`src/rtl/k2_pkg.sv`:
```
// Shared types for the K2 instruction fetch front-end.
package k2_pkg;

  localparam int ADDR_W = 4;
  localparam int INST_W = 8;

  typedef struct packed {
    logic [3:0] opcode;
    logic       flag;
    logic [2:0] operand;
  } inst_t;

  typedef struct packed {
    logic [ADDR_W-1:0] pc;
    inst_t             inst;
  } fetch_entry_t;

endpackage

```
`src/rtl/k2_fetch_fifo.sv`:
```
// Synchronous DEPTH-entry FIFO of fetch entries; flush outranks push and pop.
module k2_fetch_fifo
  import k2_pkg::*;
#(
  parameter  int DEPTH = 2,
  localparam int CNT_W = $clog2(DEPTH + 1),
  localparam int PTR_W = (DEPTH > 1) ? $clog2(DEPTH) : 1
) (
  input  logic               i_clk,
  input  logic               i_rst,
  input  logic               i_push,
  input  logic               i_pop,
  input  logic               i_flush,
  input  fetch_entry_t       i_din,
  output fetch_entry_t       o_dout,
  output logic [CNT_W-1:0]   o_count,
  output logic               o_full,
  output logic               o_empty
);

  fetch_entry_t     r_mem [DEPTH];
  logic [PTR_W-1:0] r_rd;
  logic [PTR_W-1:0] r_wr;
  logic [CNT_W-1:0] r_count;
  logic             w_do_pop;
  logic             w_do_push;

  function automatic logic [PTR_W-1:0] next_ptr(input logic [PTR_W-1:0] p);
    return (p == PTR_W'(DEPTH - 1)) ? '0 : p + PTR_W'(1);
  endfunction

  assign o_count   = r_count;
  assign o_empty   = (r_count == '0);
  assign o_full    = (r_count == CNT_W'(DEPTH));
  assign o_dout    = r_mem[r_rd];
  assign w_do_pop  = i_pop & ~o_empty;
  // A full queue still accepts a push when the head leaves in the same cycle.
  assign w_do_push = i_push & (~o_full | w_do_pop);

  always_ff @(posedge i_clk) begin
    if (i_rst || i_flush) begin
      r_rd    <= '0;
      r_wr    <= '0;
      r_count <= '0;
    end else begin
      if (w_do_push) begin
        r_mem[r_wr] <= i_din;
        r_wr        <= next_ptr(r_wr);
      end
      if (w_do_pop) begin
        r_rd <= next_ptr(r_rd);
      end
      case ({w_do_push, w_do_pop})
        2'b10:   r_count <= r_count + CNT_W'(1);
        2'b01:   r_count <= r_count - CNT_W'(1);
        default: r_count <= r_count;
      endcase
    end
  end

endmodule

```
`src/rtl/k2_instr_fetch.sv`:
```
// K2 instruction fetch: PC register, ROM read, prefetch queue and redirect flush.
module k2_instr_fetch
  import k2_pkg::*;
#(
  parameter int DEPTH = 2
) (
  input  logic              i_clk,
  input  logic              i_rst,
  input  logic              i_en,
  output logic [ADDR_W-1:0] o_pm_addr,
  input  logic [INST_W-1:0] i_pm_inst,
  input  logic              i_redirect_valid,
  input  logic [ADDR_W-1:0] i_redirect_addr,
  output logic              o_out_valid,
  input  logic              i_out_ready,
  output logic [INST_W-1:0] o_out_inst,
  output logic [ADDR_W-1:0] o_out_pc,
  output logic [3:0]        o_out_opcode,
  output logic              o_out_flag,
  output logic [2:0]        o_out_operand
);

  localparam int CNT_W = $clog2(DEPTH + 1);

  logic [ADDR_W-1:0] r_pc;
  logic              w_pop;
  logic              w_push;
  logic              w_full;
  logic              w_empty;
  logic [CNT_W-1:0]  w_count;
  fetch_entry_t      w_din;
  fetch_entry_t      w_raw_head;
  fetch_entry_t      w_head;

  assign w_din.pc   = r_pc;
  assign w_din.inst = inst_t'(i_pm_inst);

  assign o_out_valid = (w_count != '0);
  assign w_pop       = o_out_valid & i_out_ready;
  assign w_push      = i_en & ~i_redirect_valid & (~w_full | w_pop);

  k2_fetch_fifo #(.DEPTH(DEPTH)) u_fifo (
    .i_clk   (i_clk),
    .i_rst   (i_rst),
    .i_push  (w_push),
    .i_pop   (w_pop),
    .i_flush (i_redirect_valid),
    .i_din   (w_din),
    .o_dout  (w_raw_head),
    .o_count (w_count),
    .o_full  (w_full),
    .o_empty (w_empty)
  );

  // Stale storage is hidden so the head reads zero whenever nothing is queued.
  assign w_head        = w_empty ? '0 : w_raw_head;
  assign o_out_pc      = w_head.pc;
  assign o_out_inst    = w_head.inst;
  assign o_out_opcode  = w_head.inst.opcode;
  assign o_out_flag    = w_head.inst.flag;
  assign o_out_operand = w_head.inst.operand;
  assign o_pm_addr     = r_pc;

  always_ff @(posedge i_clk) begin
    if (i_rst) begin
      r_pc <= '0;
    end else if (i_redirect_valid) begin
      r_pc <= i_redirect_addr;
    end else if (w_push) begin
      r_pc <= r_pc + ADDR_W'(1);
    end else begin
      r_pc <= r_pc;
    end
  end

endmodule

```
`config.mk`:
```
export PLATFORM = sky130hd
export DESIGN_NAME = k2_instr_fetch
export DESIGN_NICKNAME = d
export VERILOG_FILES = /design/src/rtl/k2_pkg.sv /design/src/rtl/k2_fetch_fifo.sv /design/src/rtl/k2_instr_fetch.sv
export SDC_FILE = /design/constraint.sdc
export NUM_CORES = 1
export LEC_CHECK = 0
export CAP_MARGIN = 20
export CORE_UTILIZATION = 42
export CTS_CLUSTER_DIAMETER = 40
export DETAILED_ROUTE_END_ITERATION = 6
export PLACE_DENSITY_LB_ADDON = 0.08
export SLEW_MARGIN = 20
export SYNTH_ARGS = -nofsm -noshare
export SYNTH_HDL_FRONTEND = slang
export SYNTH_SLANG_ARGS = --single-unit
```
`constraint.sdc`:
```
create_clock -name i_clk -period 2.12 [get_ports i_clk]
set_input_delay 0.424 -clock i_clk [delete_from_list [all_inputs] [get_ports i_clk]]
set_output_delay 0.424 -clock i_clk [all_outputs]
set_load 0.03 [all_outputs]
```
==> results.md <==
- Status: finished, final reports clean
- Worst-Skew Late Latency: 320 ps
- Post-synth ARST share: 0%
- Fmax: 504 MHz
- Syn Area/Cell: 12.8 µm²
- Tot Pwr: 1.22 mW
- Die area: 3630 µm²
- CP required: 1700 ps
- CTS Sinks: 33
- Vias in the first global route: 869
- Final slew viol count: 0
- Area leader, netlist: edfxtp_1
- Post-synth EDFFs: 24
- CTS tree: built
- Critical-path top delay cell: clkdlybuf4s50_1
- Post-layout min period: 1990 ps
- Multiplexer share of the synthesized area: 8.43%
- Placed insts: 194
- Hold Path Depth: 2
- Rel. slew slack: 77.9%
- Main combinational cell family by area after synthesis: simple AND/OR/NAND/NOR gates
- CP max FO: 7
- Post-Route Utilization: 62.5%
- Pre-antenna DRT Iters: 4
- First DRT Iteration DRCs: 23
- Worst path depth: 3
- Core ar.: 3130 µm²
- PwrDens: 622 nW/µm²
- ANT nets after route: 0
- Clock Path Buffers: 2
- DP HPWL: 1.82 mm
- Crit. End Element: primary output
- Xor and xnor area share after synthesis: 1.84%
- CTS buffer count: 5
- Yosys reg bits: 33
- Gpl congestion: 0.724
- Top-area cell type share of the netlist area: 50.6%
- # nets final: 178
- CP cell instances: nor2_4, inv_1, clkdlybuf4s50_1
- DRC errors left: 0
- Post-synthesis sequential area ratio: 63.2%
- DRT Wirelength: 2.56 mm
- Crit-path leading delay family: buffers and inverters
- Maxcap violations: 0
- Crit start category: flop
- Total grt overflow: 0
- CTS root buf: clkbuf_4
- Vias per cell: 4.84
- TNS Setup: 0 ps
- Slew of the pin with the lowest slew margin: 328 ps
- Die X: 60.3 µm
- R2R depth: 6
- Ant diodes: 0
- CP bufs+invs: 2
- Setup Crit Path Kind: reg -> out
- Initial antenna violation count: 0
- RSZ-0062 raised after global routing: false
- Rows: 20
- Top cells by area, synth: edfxtp_1, dfxtp_1, mux2i_1
- Cell variety after synth: 29
- First-pass GRT wire length: 3.82 mm
- Slowest cell delay on critical path: 650 ps
- Die Y: 60.3 µm
- Compound-Gate Fraction of Synth Area: 7.29%
- Final Cycle Share: 93.7%
- Post-synth design cell area: 1430 µm²
- Hold Violations, Final: 0
- Syn. warnings: 0
- Clk slew on worst S/H paths: 100 ps
- Arr. time, crit path: 1560 ps
- Layout cell share with drive strength beyond 1: 16.3%
- Worst VDD drop: 0.309 mV
- Setup violators final: 0
- Top FF cell, synth: edfxtp_1
- Hold Crit Class: reg -> reg
- Pleak: 0.780 nW
- Clk_skew: 11.7 ps
- PortBufs: 41
- Simple-gate share of the synthesized area: 10.7%
- H-tree levels: 2
- Starting Density: 45.6%
- Mapped Cells: 111
- Area Overhead vs Synth: 37.1%
- IO Pins: 42
- Largest net degree at the start of global routing: 14
- Layout Cells excl Fill: 204
- Syn nets: 130
- Drt wl/cell: 12.5 µm
- Most frequent cell after synthesis: edfxtp_1
- Top post-synthesis cells by count: edfxtp_1, nor2_1, mux2i_1
- GRT Util Overall: 15.3%
- Synth Area in Adders: 1.76%
- Via count: 988
layer usage:
metal | share of wire [%] | GRT usage (%) | vias to the layer above
met5 | 0 | 0 | -
met1 | 40 | 15.2 | 458
li1 | - | - | 491
met3 | 6.4 | 6.06 | 6
met4 | 2.0 | 7.97 | 0
met2 | 52 | 27.0 | 33
stage by stage:
stage,setup WS (ps),hold slack (ps),instance area (µm²)
floorplan,265,472,1440
global placement,-86.1,488,1910
detailed placement,-160,502,1910
CTS,21.0,521,1940
global route,52.4,540,1950
finish,134,519,1950
worst min-delay path: stages (launching register included):
cell and delay, ps:
dfxtp_1 350, o21ai_0 80, a21oi_1 60
flip-flops by register name (all words and copies together), names as in the netlist, named ones only:
register and cells:
u_fifo.r_wr 1, u_fifo.o_count 2, u_fifo.r_rd 1, u_fifo.r_mem 24
o_pm_addr 4
placed cells by master (no fill, tap or decap), drive strengths merged:
cell	instances
inv	6
nand2b	1
xnor2	1
a21boi	1
dfxtp	9
nor3	1
mux2i	12
o221a	1
o311ai	2
ha	2
xor2	2
o21ai	4
or2	2
or4	2
nand2	2
a221oi	1
nor3b	2
clkbuf	5
clkinv	3
dlygate4sd2	20
a21oi	4
buf	11
edfxtp	24
a31oi	2
nand3	1
nor2	16
or3	2
clkdlybuf4s50	21
cells by family after synthesis:
family	count (synthesis)
flip-flops	33
AND/OR/NAND/NOR	29
buffers and inverters	17
AO/OA/AOI/OAI	15
multiplexers	12
XOR/XNOR	3
adder cells (fa/ha/maj)	2
where the power goes:
part	internal (mW)	switching [mW]
clock	0.120	0.196
sequential	0.709	0.0132
combinational	0.0837	0.0937
total	0.913	0.303
timing repair:
item | 4_1_cts | 5_1_grt
hold buffers | 0 | 0
resized for setup | 22 | 0
endpoints found under the setup margin | 21 | 1
pin swaps | 0 | 1
setup buffers | 0 | 2
path summary, 6_finish.rpt:
check / slack (ps) / end / from
hold reg to reg: 520 / u_fifo.r_wr / u_fifo.r_wr
hold / removal: 520 / u_fifo.r_wr / u_fifo.r_wr
setup / recovery: 130 / o_out_valid / u_fifo.o_count[1]
setup reg to reg: 390 / u_fifo.o_count[1] / u_fifo.o_count[0]
final cells by class:
class | instances | area (µm²)
Clock buffer | 5 | 37.5
Tap cell | 44 | 55.1
Timing Repair Buffer | 52 | 480
Sequential cell | 33 | 901
Inverter | 6 | 22.5
Clock inverter | 3 | 12.5
Fill cell | 277 | 1170
Multi-Input combinational cell | 61 | 445
No activity file was read; power rests on OpenSTA's default activity.
